<file path="src/rtl/reg_file_sb.sv">
// Register file with a pending-load scoreboard, an ALU write port (A), a load-return
// write port (B) and optional same-cycle forwarding onto the two read ports.
module reg_file_sb #(
  parameter int DATA_WIDTH = 8,
  parameter int ADDR_WIDTH = 3,
  parameter bit ZERO_REG   = 1'b0,
  parameter bit BYPASS     = 1'b1
) (
  input  logic                           CLK,
  input  logic                           RESET,
  input  logic                           BUSYWAIT,
  input  logic [DATA_WIDTH-1:0]          IN,
  input  logic [ADDR_WIDTH-1:0]          INADDRESS,
  input  logic                           WRITE,
  input  logic                           RESERVE,
  input  logic [ADDR_WIDTH-1:0]          RSVADDRESS,
  input  logic [DATA_WIDTH-1:0]          MEMIN,
  input  logic [ADDR_WIDTH-1:0]          MEMADDRESS,
  input  logic                           MEMWRITE,
  input  logic [ADDR_WIDTH-1:0]          OUT1ADDRESS,
  input  logic [ADDR_WIDTH-1:0]          OUT2ADDRESS,
  output logic [DATA_WIDTH-1:0]          OUT1,
  output logic [DATA_WIDTH-1:0]          OUT2,
  output logic                           OUT1VALID,
  output logic                           OUT2VALID,
  output logic [(1<<ADDR_WIDTH)-1:0]     PENDING,
  output logic                           CONFLICT
);

  localparam int DEPTH = 1 << ADDR_WIDTH;
  localparam logic [ADDR_WIDTH-1:0] ADDR_ZERO = {ADDR_WIDTH{1'b0}};

  logic [DATA_WIDTH-1:0] regs_r [DEPTH];
  logic [DEPTH-1:0]      pending_r;
  logic                  conflict_r;

  logic                  a_try_s;
  logic                  a_eff_s;
  logic                  a_drop_s;
  logic                  b_wr_s;
  logic                  rsv_eff_s;
  logic [DEPTH-1:0]      pending_next_s;

  logic [ADDR_WIDTH-1:0] raddr_s [2];
  logic [DATA_WIDTH-1:0] rdata_s [2];
  logic                  rvalid_s [2];

  assign raddr_s[0] = OUT1ADDRESS;
  assign raddr_s[1] = OUT2ADDRESS;

  // Write-port qualification: writes to a hard-wired zero register are silently ignored
  always_comb begin
    a_try_s   = WRITE && !BUSYWAIT && !(ZERO_REG && (INADDRESS == ADDR_ZERO));
    b_wr_s    = MEMWRITE && !(ZERO_REG && (MEMADDRESS == ADDR_ZERO));
    rsv_eff_s = RESERVE && !BUSYWAIT && !(ZERO_REG && (RSVADDRESS == ADDR_ZERO));
    if (a_try_s && (pending_r[INADDRESS] || (b_wr_s && (MEMADDRESS == INADDRESS)))) begin
      a_drop_s = 1'b1;
      a_eff_s  = 1'b0;
    end else begin
      a_drop_s = 1'b0;
      a_eff_s  = a_try_s;
    end
  end

  // Scoreboard update: a new reservation wins over a load returning to the same register
  always_comb begin
    pending_next_s = pending_r;
    if (b_wr_s) begin
      pending_next_s[MEMADDRESS] = 1'b0;
    end else begin
      pending_next_s = pending_next_s;
    end
    if (rsv_eff_s) begin
      pending_next_s[RSVADDRESS] = 1'b1;
    end else begin
      pending_next_s = pending_next_s;
    end
    if (ZERO_REG) begin
      pending_next_s[0] = 1'b0;
    end else begin
      pending_next_s = pending_next_s;
    end
  end

  // Register array, scoreboard and conflict flag
  always_ff @(posedge CLK or posedge RESET) begin
    if (RESET) begin
      for (int i = 0; i < DEPTH; i++) begin
        regs_r[i] <= {DATA_WIDTH{1'b0}};
      end
      pending_r  <= {DEPTH{1'b0}};
      conflict_r <= 1'b0;
    end else begin
      if (a_eff_s) begin
        regs_r[INADDRESS] <= IN;
      end
      if (b_wr_s) begin
        regs_r[MEMADDRESS] <= MEMIN;
      end
      pending_r  <= pending_next_s;
      conflict_r <= a_drop_s;
    end
  end

  // Read ports: zero register, then load-return forward, then ALU forward, then array
  always_comb begin
    for (int i = 0; i < 2; i++) begin
      rdata_s[i]  = regs_r[raddr_s[i]];
      rvalid_s[i] = !pending_r[raddr_s[i]];
      if (ZERO_REG && (raddr_s[i] == ADDR_ZERO)) begin
        rdata_s[i]  = {DATA_WIDTH{1'b0}};
        rvalid_s[i] = 1'b1;
      end else if (BYPASS && b_wr_s && (MEMADDRESS == raddr_s[i])) begin
        rdata_s[i]  = MEMIN;
        rvalid_s[i] = 1'b1;
      end else if (BYPASS && a_eff_s && (INADDRESS == raddr_s[i])) begin
        rdata_s[i]  = IN;
        rvalid_s[i] = 1'b1;
      end else begin
        rdata_s[i]  = regs_r[raddr_s[i]];
        rvalid_s[i] = !pending_r[raddr_s[i]];
      end
    end
  end

  assign OUT1      = rdata_s[0];
  assign OUT2      = rdata_s[1];
  assign OUT1VALID = rvalid_s[0];
  assign OUT2VALID = rvalid_s[1];
  assign PENDING   = pending_r;
  assign CONFLICT  = conflict_r;

endmodule
</file>
<file path="config.mk">
export PLATFORM = sky130hd
export DESIGN_NAME = reg_file_sb
export DESIGN_NICKNAME = d
export VERILOG_FILES = /design/src/rtl/reg_file_sb.sv
export SDC_FILE = /design/constraint.sdc
export NUM_CORES = 1
export LEC_CHECK = 0
export ABC_AREA = 1
export BUFFER_PORTS_ARGS = -buffer_cell sky130_fd_sc_hd__buf_2
export CAP_MARGIN = 20
export CORE_ASPECT_RATIO = 2
export CORE_MARGIN = 5
export CORE_UTILIZATION = 60
export DETAILED_ROUTE_END_ITERATION = 12
export GPL_TIMING_DRIVEN = 0
export HOLD_SLACK_MARGIN = 0.15
export PLACE_DENSITY = 0.81
export SLEW_MARGIN = 20
export SYNTH_ARGS = -nofsm -noshare
export SYNTH_HDL_FRONTEND = slang
export SYNTH_SLANG_ARGS = --single-unit
</file>
<file path="constraint.sdc">
create_clock -name CLK -period 2.6 [get_ports CLK]
set_input_delay 0.13 -clock CLK [delete_from_list [all_inputs] [get_ports CLK]]
set_output_delay 0.13 -clock CLK [all_outputs]
set_load 0.03 [all_outputs]
</file>
==> qor.csv <==
stage;metric;value;unit
place;post-place-ws;0.390;ns
power_and_ir_drop;p_total;5020;uW
routing;drc;0;
logic_synthesis;synth_top_cell_by_area;dfrtp_1;
setup_path;critPathBufInv;2;
setup_path;rrSetupSlack;0.53;ns
layout;multiInputGateArea;3420;um^2
flow_run;drv_cap;0;
sta;layout_setup_ws;0.184;ns
global_route;grt_max_degree;40;
cts;path_clk_slew;0.06;ns
logic_synthesis;avgSynthCellArea;6.00;um^2
global_route;track_usage;45.0;%
hold_path;hold_path_depth;4;
layout;seq_area;1830;um^2
die;ios;64;
setup_path;reg2reg_depth;10;
setup_path;critical_path.top_delay_family;simple AND/OR/NAND/NOR gates;
global_route;grt_pass1_wl;39400;um
global_route;grt_pass1_vias;6845;
setup_path;critPathSlowestCell;dfrtp_1;
die;start_util;61.1;%
cts;cts_setup_buffers;0;
setup_path;path_cells;inv_1 > nand2_1 > nand3_1 > nand2_2 > nor2_8 > nand3_4 > nor2_4 > nand2_1 > nand3_1 > nand2_1 > buf_2;
hold_path;min_to;PENDING[6];
die;die_h;151;um
cts;clock-sinks;73;
sta;rsz0062_at_grt;false;
layout;nets;1094;
layout;syn_to_final_growth;13.6;%
hold_path;min_from;BUSYWAIT;
place;place_congestion;1.08;
setup_path;critical-path-max-stage-delay;0.42;ns
sta;setup_tns;0;ns
setup_path;r2r_start;PENDING[1];
routing;drt_iter0_drc;984;
cts;htreeDepth;3;
power_and_ir_drop;powerDensity;741;nW/um^2
sta;hold_viol;0;
setup_path;arrival;2.29;ns
logic_synthesis;syn_nets;1030;
sta;drv_slew;0;
logic_synthesis;synthCells;993;
logic_synthesis;synth_cell_type_count;27;
routing;dr_total_vias;7491;
sta;slew-limit-headroom;29.2;%
setup_path;crit_type;flip-flop to output pin;
setup_path;r2r_end;regs_r[50];
cts;cts_tree;done;
global_route;grt-ovfl-total;0;
routing;drt_pass1_iterations;6;
routing;detail-route-antenna-nets;0;
logic_synthesis;synth_top_area_share;30.6;%
global_route;antenna_found_initial;0;
die;rows;51;
place;dp_hpwl;18800;um
routing;vias_per_cell;6.27;
cts;clock_latency;0.34;ns
routing;wl_per_cell;22.1;um
sta;fin_crit;2.42;ns
die;core;9760;um^2
setup_path;start_kind;flip-flop;
hold_path;holdCritPathClass;input port to flip-flop;
layout;drive_gt1_share;8.76;%
logic_synthesis;synth_seq_area_share;30.6;%
setup_path;path_max_fanout;9;
power_and_ir_drop;ir_drop;0.000641;V
layout;fill_cells;943;
logic_synthesis;ys_top_cells_by_area;dfrtp_1 (31%), nand2_1 (21%), o21ai_0 (10%), nand3_1 (9.6%), inv_1 (7.2%);
sta;fmax;414;MHz
die;die_x;80.5;um
setup_path;crit_top_cell;nand2_1;
die;dieArea;12200;um^2
sta;finalCritPeriodShare;92.9;%
sta;setup_violations;0;
run_status;outcome;complete, no violations;
sta;skew;0.00875;ns
logic_synthesis;syn_area;5960;um^2
cts;numCtsBuffers;9;
place;io_buffer_count;47;
cts;clockBufferDepth;2;
setup_path;critPathCaptureType;output pin;
setup_path;startpoint;PENDING[1];
logic_synthesis;synth_warnings;0;
routing;drt-total-wl;26400;um
cts;root_buffer;clkbuf_16;
layout;diodes;0;
power_and_ir_drop;p_leak;0.00351;uW
setup_path;cp.required;2.47;ns
sta;worst_slew_pin_slew;1.06;ns
logic_synthesis;synth-seq-cells;73;
==> synthesized netlist by cell type <==
library cell and number:
nand2_1 330, o21ai_0 125, inv_1 114, nand3_1 114
dfrtp_1 73, a21oi_1 59, clkbuf_1 45, nand4_1 34
nor2_1 31, o211ai_1 13, buf_2 12, clkinv_1 10
o22ai_1 6, nor2_4 5, xnor2_1 5, nor2_2 3
a221oi_1 2, inv_2 2, xor2_1 2, a21boi_0 1
buf_4 1, buf_6 1, nand2_2 1, nand3_2 1
nand3_4 1, nor2_8 1, o21ai_1 1
==> area by class of cell <==
cell class / count / share of cell area (%)
buffer: 59 / 3.66
clock buffer: 9 / 3.33
clock inverter: 7 / 1.48
inverter: 126 / 7.02
multi-input combinational: 735 / 50.6
sequential: 73 / 27.0
tap: 132 / 2.44
timing repair buffer: 53 / 4.51
==> metrics by stage <==
stage	hold slack, ns	util (%)	cell area (um^2)	cells
after global routing	0.200	69.3	6770	1194
after detailed placement	0.177	65.4	6380	1173
after floorplan	0.237	-	5960	993
after global placement	0.446	65.2	6360	1172
final	0.184	69.3	6770	1194
after CTS	0.175	69.2	6760	1194
==> cells by family (layout without fill, tap and decap cells) <==
group | Yosys count | in the layout | synth area share, %
buffers and inverters | 185 | 254 | 12.1
XOR/XNOR | 7 | 7 | 1.03
flip-flops | 73 | 73 | 30.6
AO/OA/AOI/OAI | 207 | 207 | 18.2
AND/OR/NAND/NOR | 521 | 521 | 38.0
==> sequential cells by signal (all words and copies together), names as in the netlist <==
name,cells
regs_r,64
PENDING,8
CONFLICT,1
==> report_power, final <==
| group | switching (uW) | internal, uW | total, uW |
|---|---|---|---|
| Clock | 557 | 852 | 1410 |
| Sequential | 334 | 1440 | 1770 |
| Combinational | 1250 | 582 | 1840 |
| Total | 2140 | 2870 | 5020 |
==> how the worst max path moves through the flow <==
stage / to / slack, ns / cells past startpoint
finish: OUT1[1] / 0.18 / 11
global route: OUT1[3] / 0.06 / 11
CTS: OUT1[2] / 0.16 / 11
detailed placement: regs_r[50] / 0.39 / 7
global placement: regs_r[58] / -0.30 / 2
floorplan: CONFLICT / 0.62 / 1
==> layer usage <==
metal / track usage [%] / share of wire, %
met1: 48.5 / 32
met2: 74.9 / 48
met3: 11.0 / 10
met4: 33.1 / 10
met5: 0 / 0
==> worst min-delay path: stages <==
cell and delay (ns):
buf_2 0.09, nor2_1 0.07, nand3_1 0.10, o21ai_0 0.09
==> cell usage in the layout (no fill, tap or decap), types with 7 or more instances in the layout <==
cell       instances
a21oi_1           59
buf_2             59
clkbuf_1          45
clkbuf_16          9
clkinv_1          10
dfrtp_1           73
inv_1            113
nand2_1          330
nand3_1          114
nand4_1           34
nor2_1            31
nor2_4             7
o211ai_1          13
o21ai_0          125
==> what timing repair did <==
action | in CTS | in global routing
hold buffers | 5 | 0
hold endpoints to repair | 40 | 0
setup endpoints to repair | 0 | 4
resized for setup | 0 | 2
No activity file was read; power rests on OpenSTA's default activity.
